<file path="src/rtl/mc_control_fsm.sv">
// Multicycle MIPS main control FSM with retired-instruction counter and illegal-opcode trap.
// Optional memory wait-state handshake (mem_ready port) is enabled by defining MC_CTRL_MEM_WAIT_EN.
module mc_control_fsm #(
  parameter int CNT_W        = 32,
  parameter int ILLEGAL_TRAP = 1
) (
  input  logic             clk,
  input  logic             rst_n,
  input  logic [5:0]       opcode,
  input  logic             zero,
`ifdef MC_CTRL_MEM_WAIT_EN
  input  logic             mem_ready,
`endif
  output logic             pc_en,
  output logic [1:0]       pc_src,
  output logic             i_or_d,
  output logic             mem_read,
  output logic             mem_write,
  output logic             ir_write,
  output logic             reg_dst,
  output logic             mem_to_reg,
  output logic             reg_write,
  output logic             alu_src_a,
  output logic [1:0]       alu_src_b,
  output logic [1:0]       alu_op,
  output logic             instr_done,
  output logic [CNT_W-1:0] instr_count,
  output logic             illegal_op,
  output logic [3:0]       state
);

  localparam logic [3:0] S_FETCH  = 4'd0;
  localparam logic [3:0] S_DECODE = 4'd1;
  localparam logic [3:0] S_MEMADR = 4'd2;
  localparam logic [3:0] S_MEMRD  = 4'd3;
  localparam logic [3:0] S_MEMWB  = 4'd4;
  localparam logic [3:0] S_MEMWR  = 4'd5;
  localparam logic [3:0] S_EXEC   = 4'd6;
  localparam logic [3:0] S_ALUWB  = 4'd7;
  localparam logic [3:0] S_BRANCH = 4'd8;
  localparam logic [3:0] S_ADDIEX = 4'd9;
  localparam logic [3:0] S_ADDIWB = 4'd10;
  localparam logic [3:0] S_JUMP   = 4'd11;
  localparam logic [3:0] S_TRAP   = 4'd12;
  localparam logic [3:0] S_IDLE   = 4'd15;

  localparam logic [5:0] OP_RTYPE = 6'b000000;
  localparam logic [5:0] OP_LW    = 6'b100011;
  localparam logic [5:0] OP_SW    = 6'b101011;
  localparam logic [5:0] OP_BEQ   = 6'b000100;
  localparam logic [5:0] OP_BNE   = 6'b000101;
  localparam logic [5:0] OP_ADDI  = 6'b001000;
  localparam logic [5:0] OP_J     = 6'b000010;

  logic [3:0]       r_state;
  logic [3:0]       w_nextState;
  logic [CNT_W-1:0] r_count;
  logic             w_memReady;

  // Without the handshake, memory is assumed to answer in a single cycle.
`ifdef MC_CTRL_MEM_WAIT_EN
  assign w_memReady = mem_ready;
`else
  assign w_memReady = 1'b1;
`endif

  always_comb begin
    w_nextState = S_IDLE;
    case (r_state)
      S_IDLE:   w_nextState = S_FETCH;
      S_FETCH:  w_nextState = w_memReady ? S_DECODE : S_FETCH;
      S_DECODE: begin
        case (opcode)
          OP_LW, OP_SW:   w_nextState = S_MEMADR;
          OP_RTYPE:       w_nextState = S_EXEC;
          OP_BEQ, OP_BNE: w_nextState = S_BRANCH;
          OP_ADDI:        w_nextState = S_ADDIEX;
          OP_J:           w_nextState = S_JUMP;
          default:        w_nextState = (ILLEGAL_TRAP != 0) ? S_TRAP : S_FETCH;
        endcase
      end
      S_MEMADR: w_nextState = (opcode == OP_SW) ? S_MEMWR : S_MEMRD;
      S_MEMRD:  w_nextState = w_memReady ? S_MEMWB : S_MEMRD;
      S_MEMWB:  w_nextState = S_FETCH;
      S_MEMWR:  w_nextState = w_memReady ? S_FETCH : S_MEMWR;
      S_EXEC:   w_nextState = S_ALUWB;
      S_ALUWB:  w_nextState = S_FETCH;
      S_BRANCH: w_nextState = S_FETCH;
      S_ADDIEX: w_nextState = S_ADDIWB;
      S_ADDIWB: w_nextState = S_FETCH;
      S_JUMP:   w_nextState = S_FETCH;
      S_TRAP:   w_nextState = S_TRAP;
      default:  w_nextState = S_IDLE;
    endcase
  end

  always_comb begin
    pc_en      = 1'b0;
    pc_src     = 2'b00;
    i_or_d     = 1'b0;
    mem_read   = 1'b0;
    mem_write  = 1'b0;
    ir_write   = 1'b0;
    reg_dst    = 1'b0;
    mem_to_reg = 1'b0;
    reg_write  = 1'b0;
    alu_src_a  = 1'b0;
    alu_src_b  = 2'b00;
    alu_op     = 2'b00;
    instr_done = 1'b0;
    illegal_op = 1'b0;
    case (r_state)
      S_FETCH: begin
        mem_read  = 1'b1;
        alu_src_b = 2'b01;
        ir_write  = w_memReady;
        pc_en     = w_memReady;
      end
      S_DECODE: alu_src_b = 2'b11;
      S_MEMADR: begin
        alu_src_a = 1'b1;
        alu_src_b = 2'b10;
      end
      S_MEMRD: begin
        mem_read = 1'b1;
        i_or_d   = 1'b1;
      end
      S_MEMWB: begin
        mem_to_reg = 1'b1;
        reg_write  = 1'b1;
        instr_done = 1'b1;
      end
      S_MEMWR: begin
        mem_write  = 1'b1;
        i_or_d     = 1'b1;
        instr_done = w_memReady;
      end
      S_EXEC: begin
        alu_src_a = 1'b1;
        alu_op    = 2'b10;
      end
      S_ALUWB: begin
        reg_dst    = 1'b1;
        reg_write  = 1'b1;
        instr_done = 1'b1;
      end
      // bne shares the beq datapath; only the sense of the zero flag flips.
      S_BRANCH: begin
        alu_src_a  = 1'b1;
        alu_op     = 2'b01;
        pc_src     = 2'b01;
        pc_en      = (opcode == OP_BNE) ? ~zero : zero;
        instr_done = 1'b1;
      end
      S_ADDIEX: begin
        alu_src_a = 1'b1;
        alu_src_b = 2'b10;
      end
      S_ADDIWB: begin
        reg_write  = 1'b1;
        instr_done = 1'b1;
      end
      S_JUMP: begin
        pc_src     = 2'b10;
        pc_en      = 1'b1;
        instr_done = 1'b1;
      end
      S_TRAP:  illegal_op = 1'b1;
      default: ;
    endcase
  end

  always_ff @(posedge clk) begin
    if (!rst_n) begin
      r_state <= S_IDLE;
      r_count <= '0;
    end else begin
      r_state <= w_nextState;
      if (instr_done)
        r_count <= r_count + CNT_W'(1);
    end
  end

  assign state       = r_state;
  assign instr_count = r_count;

endmodule

</file>
<file path="config.mk">
export PLATFORM = sky130hd
export DESIGN_NAME = mc_control_fsm
export DESIGN_NICKNAME = d
export VERILOG_FILES = /design/src/rtl/mc_control_fsm.sv
export SDC_FILE = /design/constraint.sdc
export NUM_CORES = 1
export LEC_CHECK = 0
export BUFFER_PORTS_ARGS = -buffer_cell sky130_fd_sc_hd__buf_2
export CORE_MARGIN = 5
export CORE_UTILIZATION = 51
export CTS_CLUSTER_SIZE = 28
export DETAILED_ROUTE_END_ITERATION = 10
export PLACE_DENSITY = 0.79
export SLEW_MARGIN = 20
export SYNTH_ARGS = -nofsm -noshare
export SYNTH_HDL_FRONTEND = slang
export SYNTH_SLANG_ARGS = --single-unit
</file>
<file path="constraint.sdc">
create_clock -name clk -period 1.8 [get_ports clk]
set_input_delay 0.09 -clock clk [delete_from_list [all_inputs] [get_ports clk]]
set_output_delay 0.09 -clock clk [all_outputs]
set_load 0.05 [all_outputs]
</file>
* Word level (Yosys, flattened, before mapping)
Cells that the tools add are included.
** Word-level totals
- Bits in registers :: 36
- Input port bits :: 9
- Output and inout bits :: 53
- Logic and storage cells :: 53
** Cells by class
- Add/sub/neg operators :: 1
- Equal/unequal tests :: 19
- Mux-type cells :: 18
- Bitwise gates (word level) :: 1
- Reduce and logical (&&, ||, !) cells :: 12
** Operators with widths (count)
- $add A32 B1 Y32 const B :: 1
- $pmux W4 S8 :: 1
- $eq A4 B4 Y1 const B :: 6
- $pmux W4 S5 :: 1
- $eq A4 B3 Y1 const B :: 4
- $eq A6 B3 Y1 const B :: 2
- $eq A6 B6 Y1 const B :: 2
- $reduce_or A2 Y1 :: 6
- $mux W1 :: 11
- $eq A4 B2 Y1 const B :: 2
- $pmux W2 S2 :: 2
- $reduce_or A7 Y1 :: 1
- $eq A6 B2 Y1 const B :: 1
- $eq A6 B4 Y1 const B :: 1
- $logic_not A6 Y1 :: 1
- $pmux W2 S3 :: 1
- $reduce_or A6 Y1 :: 1
- $eq A4 B1 Y1 const B :: 1
- $logic_not A4 Y1 :: 1
- $reduce_or A4 Y1 :: 1
- $mux W3 :: 1
- $reduce_or A3 Y1 :: 1
- $pmux W1 S2 :: 1
- $not A1 Y1 :: 1

* Longest topological paths before layout
Gate-level depths: netlist (run 1).
- Depth after elaboration :: 4
- Mapped depth :: 8
- Gate-level depth less buffers :: 6

* Worst setup path after synthesis (run 1)
OpenSTA, ideal clock, no wires.
- Path kind :: register to output
- Start point :: reg r_state[1], in the netlist state[1]
- End point :: out reg_write
- Arrival :: 2.270 ns
- Required time :: 1.710 ns
- Path slack :: -0.560 ns
- Cell stages (with the launch flop) :: 5
- Buffers on the path :: 1
- Cell sequence :: dfxtp_1 buf_1 nand2_1 nor2_1 a21o_1
** On the way
- Longest elaborated chain between the ends :: 3
- Elaborated cells between the ends (all ways) :: 5
- Those cells by class :: 3 x eq/ne; 1 x mux; 1 x reduce/logical
** Ends and longest elaborated chain
- start, declared :: line 55 : logic [3:0] r_state;
- start signal, assigned :: line 178 : r_state <= w_nextState;
- $eq A4 B4 Y1 / $eq A4 B3 Y1 (equally long branches) :: line 112 : case (r_state)
- $reduce_or A3 Y1 (no source line) (*)
- $mux W1 (*) :: line 112
- end, declared :: line 22 : output logic reg_write,
Mark *: on every way between the ends. The rest lies on a longest branch, timed or not.

* Final worst setup path (run 1)
- Start point :: in opcode[1]
- End point :: out pc_en
** On the way
- Longest elaborated chain between the ends :: 3
** Ends and longest elaborated chain
- start, declared :: line 9 : input logic [5:0] opcode,
- $eq A6 B3 Y1 :: line 152 : pc_en = (opcode == OP_BNE) ? ~zero : zero;
- $mux W1 :: line 152
- $pmux W1 S2 :: line 112
- end, declared :: line 14 : output logic pc_en,
Every way passes these cells.

==> out/results.txt, run 1 <==
status -> complete, no violations
Comb pwr share -> 45.8%
total clock sinks -> 36
port buffer count -> 61
Cell Pwr Density -> 1030 nW/um^2
wire length per cell -> 13.9 um
die width -> 73.1 um
sequential element share of the synthesized area -> 35.5%
Worst R2R End -> instr_count[24]$_SDFFE_PN0P_
clock buffer depth -> 2
Pre-antenna DRT Iters -> 4
# diodes -> 0
FF-to-FF Start -> instr_count[3]$_SDFFE_PN0P_
Startpoint Class -> primary input
clock-pin slew on the worst setup and hold paths -> 80 ps
final setup fails -> 0
core region area -> 3940 sq um
Mapped Nets -> 264
reg2reg setup slack -> 100 ps
DR iter-0 viols -> 129
P&R area growth vs syn -> 31.3%
met2 Use GR -> 34.6%
syn_area_per_cell -> 7.99 sq um
CP max-delay cell -> or4b_1
hold_sp -> rst_n
GRT met3 Usage -> 4.96%
layout cells sized above 1 -> 40.5%
Top-Level Pins -> 62
commonest non-fill, non-tap cells in the layout -> 59 x buf_2, 38 x nor2_1, 18 x dfxtp_2
clock skew -> 11.3 ps
CTS buffer count -> 5
Power Internal -> 0.00149 W
cells on worst reg2reg path -> 6
Hold Crit Class -> in2reg
Final Hold Vio Count -> 0
grt ovf -> 0
first-pass GRT wire length -> 8.60 mm
Seq pwr share -> 33.8%
critical path class -> in2out
GR peak layer -> met2
switching share of total power -> 45.9%
Peak VDD IR -> 546 uV
met1 usage -> 24.1%
Max Clk Rate -> 577 MHz
synthesis-stage register bit count -> 36
clock root buffer -> clkbuf_8
Max stage delay on crit path -> 540 ps
Pwr Total -> 0.00276 W
htree depth -> 2
async set-reset flop share out of synthesis -> 0%
number of global-route vias before repair -> 1901
DRC violations left -> 0
initial core utilization -> 51.5%
ys flop type -> dfxtp_1
Crit. Startpoint -> opcode[1]
height of the die -> 73.1 um
power share of the clock group -> 20.4%
Worst EP required -> 1710 ps
hold_ws -> 73.8 ps
Syn Inst Count -> 254
vias per cell -> 5.46
HPWL after DPL -> 3.87 mm
Worst EP arrival -> 1640 ps
row cnt -> 23
number of synthesized flops with an enable pin -> 0
CP Capture Point -> pc_en
Routed WL -> 5.25 mm
final count of pins violating max slew -> 0
unrepaired setup endpoints after global routing -> yes
initial antenna violation count -> 0
total track usage -> 20.1%
final worst path period need -> 1730 ps
GP Congestion -> 0.877
largest net degree at the start of global routing -> 20
Leak Pwr -> 1.17 nW
Slew @ Worst Pin -> 354 ps
post-synthesis cell type count -> 45
Max-slew headroom -> 76.1%
max_cap viols -> 0
Ys Warns -> 0
CTS tree -> built
Vias -> 2063
Net Sw Power -> 0.00127 W
CP Cell Sequence -> buf_2, or4b_1, nor3b_1, xnor2_1, a211o_1, o21ai_1, buf_6
period utilization -> 96.3%
Post-DRT Antenna Nets -> 0
die area -> 5340 sq um
clk_lat worst skew -> 290 ps
commonest non-fill, non-tap cell in the layout -> buf_2
synthesized area -> 2030 sq um
CP max FO -> 2
# nets final -> 337
Setup crit end kind -> output pin
-- metal layers --
metal / wire length [um] / vias to the layer above
li1: - / 1045
met1: 2290 / 939
met2: 2540 / 74
met3: 387 / 5
met5: 0 / -
met4: 31 / 0
-- power groups by stage --
stage	registers (W)	logic, W	clock network [W]
2_1_floorplan	0.00106	0.000838	0
3_3_place_gp	0.000952	0.00121	0
3_5_place_dp	0.000957	0.00121	0
4_1_cts	0.000938	0.00123	0.000580
5_1_grt	0.000946	0.00134	0.000623
6_report	0.000933	0.00126	0.000562
-- worst min-delay path by stage --
stage / cells after the start / slack [ps] / end
2_1_floorplan: 2 / 330 / state[2]$_SDFF_PN1_
3_3_place_gp: 2 / 380 / state[3]$_SDFF_PN1_
3_5_place_dp: 2 / 380 / state[3]$_SDFF_PN1_
4_1_cts: 2 / 70 / state[3]$_SDFF_PN1_
5_1_grt: 2 / 80 / state[3]$_SDFF_PN1_
6_report: 2 / 70 / state[3]$_SDFF_PN1_
-- metrics by stage --
step	setup TNS (ps)	instances	utilization, %	setup slack [ps]	instance area (sq um)
2_1_floorplan	-186	254	-	-150	2120
3_3_place_gp	0	368	64.4	25.3	2540
3_5_place_dp	0	368	64.4	16.5	2540
4_1_cts	0	376	66.7	18.3	2630
5_1_grt	-67.4	378	67.6	-36.3	2670
6_report	0	378	67.6	66.9	2670
-- flip-flops by register name, summed over array words and instances, names as in the netlist --
signal / count
instr_count: 32
state: 4
-- repair_timing --
action / 4_1_cts / 5_1_grt
gates cloned: 0 / 0
gates resized for setup: 2 / 7
pin swaps: 0 / 5
hold buffers: 0 / 0
setup endpoints to repair: 2 / 5
buffers inserted: 0 / 2
-- cells in the mapped netlist, types with 2 or more instances --
master	n	area, sq um
a21o_1	2	15.0
nor4_4	2	42.5
nor2b_1	2	12.5
nor3_1	8	40.0
nor2_1	40	150
nand2_1	17	63.8
buf_2	4	20.0
nor4_1	5	31.3
mux2i_1	3	30.0
and2_1	2	12.5
clkbuf_1	7	26.3
o221ai_1	2	17.5
nand3_1	13	65.1
xnor2_1	15	131
or3_1	4	25.0
and4_2	2	20.0
dfxtp_1	36	721
nand2b_1	6	37.5
nor3b_1	2	15.0
and3_1	6	37.5
o21ai_0	9	45.0
nand4_1	13	81.3
xor2_1	12	105
or2_2	5	31.3
inv_1	7	26.3
a21oi_1	11	55.1
-- critical path, delay by kind of cell --
family | cells | cell delay [ps]
compound gates | 2 | 390
simple gates | 2 | 780
xor+xnor | 1 | 90
buf+inv | 2 | 280
-- kinds of logic (layout without fill, tap and decap cells) --
| logic type | count (synthesis) | after routing | synth area share [%] |
|---|---|---|---|
| fa+ha+maj | 1 | 1 | 0.616 |
| simple gates | 134 | 134 | 36.8 |
| compound gates | 32 | 32 | 9.67 |
| mux | 3 | 3 | 1.48 |
| xor+xnor | 27 | 27 | 11.6 |
| flops | 36 | 36 | 35.5 |
| buf+inv | 21 | 95 | 4.31 |
-- final cells by class --
type,instances,area [sq um]
multi-input cells,197,1250
well taps,50,62.6
repair buffers,79,457
fillers,332,1280
inverters,8,30.0
flip-flops and latches,36,777
clock inverters,3,18.8
clock buffers,5,68.8
Note: power is estimated with default switching activity, not from simulation.
==> run 2, diff against run 1 <==
Settings changed: ABC_AREA set to 1, CAP_MARGIN set to 20, CORE_UTILIZATION 51 to 52.
==> run 2 against run 1 <==
Count of clock-buffer cells in the layout rose by 1. Worst setup slack improved by 67 ps. Area after synthesis rose by 10%. Combinational power rose by 24%. Power rose by 11%. Utilization fell by 1.7 points. Sequential share of layout area fell by 2.1 points. Die area rose by 7.1%. Register-to-register slack improved by 160 ps. Non-clock buffer count fell by 17. Worst hold slack improved by 49 ps. Largest cell class unchanged. Largest power group unchanged.
==> out/results.txt, run 2 <==
Vias -> 2432
Post-DRT Antenna Nets -> 0
unrepaired setup endpoints after global routing -> no
compound-cell area share of the yosys netlist -> 9.49%
initial core utilization -> 54.9%
dominant cells by area after synthesis -> dfxtp_1 32%, nand2_1 12%, nor2_1 12%, inv_1 8.0%, nand3_1 6.3%
synthesized area -> 2240 sq um
max_cap viols -> 0
Slew @ Worst Pin -> 481 ps
Top-Level Pins -> 62
Worst EP required -> 1710 ps
largest net degree at the start of global routing -> 19
adder-cell share of the synthesized area -> 0.558%
multiplexer share of the synthesized area -> 0%
Seq pwr share -> 31.4%
Max-slew headroom -> 67.7%
hold path depth -> 3
clock-pin slew on the worst setup and hold paths -> 70 ps
total track usage -> 21.8%
number of synthesized flops with an enable pin -> 0
most common library cells after synthesis -> 74 x nand2_1, 69 x nor2_1, 48 x inv_1, 36 x dfxtp_1, 28 x nand3_1
commonest non-fill, non-tap cells in the layout -> 74 x nand2_1, 66 x nor2_1, 59 x buf_2
port buffer count -> 61
post-cts hold buffer count -> 0
wire length on met2 -> 2.75 mm
power share of the clock group -> 17.7%
CP max-delay cell -> dfxtp_2
htree depth -> 2
Routed WL -> 5.69 mm
DR iter-0 viols -> 100
Hold Crit Class -> in2reg
grt ovf -> 0
P&R area growth vs syn -> 20.2%
number of global-route vias before repair -> 2131
commonest non-fill, non-tap cell in the layout -> nand2_1
layout cells sized above 1 -> 24.0%
Peak VDD IR -> 863 uV
Startpoint Class -> register
max reg flops -> 32
initial antenna violation count -> 0
CTS tree -> built
Comb pwr share -> 50.9%
uppermost layer routed -> met4
clock root buffer -> clkbuf_8
syn_area_per_cell -> 6.35 sq um
height of the die -> 75.7 um
vias per cell -> 5.21
cells on worst reg2reg path -> 7
Worst EP arrival -> 1580 ps
Crit. Startpoint -> state[3]$_SDFF_PN1_
crit-path most repeated cell -> nor2_1
FF-to-FF Start -> instr_count[15]$_SDFFE_PN0P_
top-count cell post-synth -> nand2_1
wire length per cell -> 12.2 um
first-pass GRT wire length -> 9.72 mm
final worst path period need -> 1670 ps
switching share of total power -> 52.2%
Max Clk Rate -> 600 MHz
clock skew -> 7.55 ps
CTS resizes -> 0
hold_sp -> rst_n
Leak Pwr -> 1.35 nW
final count of pins violating max slew -> 0
CTS buffer count -> 5
async set-reset flop share out of synthesis -> 0%
Pre-antenna DRT Iters -> 4
die area -> 5730 sq um
critical path class -> reg2out
Final Hold Vio Count -> 0
sequential element share of the synthesized area -> 32.1%
Synth Area in Simple Gates -> 45.4%
DRC violations left -> 0
synthesis-stage register bit count -> 36
ys flop type -> dfxtp_1
core region area -> 4090 sq um
Cell Pwr Density -> 1140 nW/um^2
Syn Inst Count -> 353
Max stage delay on crit path -> 370 ps
GP Congestion -> 0.992
Setup crit end kind -> output pin
post-synthesis cell type count -> 34
status -> complete, no violations
WL met1 -> 2.53 mm
xor and xnor area share after synthesis -> 2.34%
Synth area leader -> dfxtp_1
die width -> 75.7 um
post-layout util -> 66.0%
top cell type's share of synthesized area -> 32.1%
CP Cell Sequence -> inv_1, nor2_1, inv_1, nor2_1, nor2_1, nand2_1, clkbuf_4
Ys Warns -> 0
period utilization -> 92.5%
postcts setup bufs -> 0
row cnt -> 23
CP max FO -> 5
Power Internal -> 0.00147 W
TNS Setup -> 0 ps
final setup fails -> 0
met3 wire length -> 344 um
total clock sinks -> 36
Net Sw Power -> 0.00160 W
largest family of logic cells by synthesized area -> simple AND/OR/NAND/NOR gates
# diodes -> 0
# nets final -> 427
HPWL after DPL -> 4.53 mm
clock buffer depth -> 2
Mapped Nets -> 363
clk_lat worst skew -> 290 ps
## run 2: changes by cell type in the layout (fill, tap and decap cells not counted), sizes merged, moves of 5 or more
cell / delta
nand2: +66
inv: +44
nor2: +36
buf: -19
nand3: +15
xnor2: -13
a21oi: +12
xor2: -8
nand2b: -6
nand4: -5
## run 2: worst paths after layout
kind | end | slack [ps]
min | instr_count[23]$_SDFFE_PN0P_ | 120
max reg2reg | instr_count[23]$_SDFFE_PN0P_ | 260
min reg2reg | instr_count[0]$_SDFFE_PN0P_ | 460
max | alu_src_a | 130
## run 2: worst max-delay path: cells and delay by family, from the launching register on
| family | cells | cell delay (ps) |
|---|---|---|
| simple gates | 4 | 500 |
| flops | 1 | 370 |
| buf+inv | 3 | 430 |
## run 2: cell families after synthesis
| group | after synthesis |
|---|---|
| AND/OR/NAND/NOR | 213 |
| adder cells (fa/ha/maj) | 1 |
| buffers and inverters | 57 |
| AO/OA/AOI/OAI | 40 |
| flip-flops | 36 |
| XOR/XNOR | 6 |
## run 2: area by class of cell
| class | instances | area (sq um) |
|---|---|---|
| timing repair buffer | 62 | 318 |
| fill | 398 | 1390 |
| multi-input combinational | 260 | 1310 |
| clock inverter | 1 | 5.00 |
| sequential | 36 | 728 |
| clock buffer | 6 | 72.6 |
| inverter | 52 | 195 |
| tap | 50 | 62.6 |
## run 2: layer usage
metal	vias up	global-route usage, %
met5	-	0
met4	0	6.21
met3	8	4.62
met2	71	35.9
met1	1099	28.9
li1	1254	-
## run 2: power groups by stage
stage / clock network, W / registers (W) / logic [W]
after detailed placement: 0 / 0.000982 / 0.00155
after CTS: 0.000564 / 0.000963 / 0.00155
after global placement: 0 / 0.000975 / 0.00154
after floorplan: 0 / 0.00117 / 0.00107
after global routing: 0.000603 / 0.000979 / 0.00168
final: 0.000544 / 0.000963 / 0.00156
## run 2: through the flow
step | setup slack [ps] | hold WS [ps] | std cells | total power [W] | cell area (sq um)
floorplan | 27.2 | 221 | 353 | 0.00224 | 2270
global route | 3.55 | 134 | 467 | 0.00326 | 2700
finish | 134 | 123 | 467 | 0.00307 | 2700
detailed placement | 278 | 426 | 460 | 0.00253 | 2610
CTS | 96.7 | 115 | 467 | 0.00308 | 2690
global placement | 325 | 427 | 460 | 0.00252 | 2610
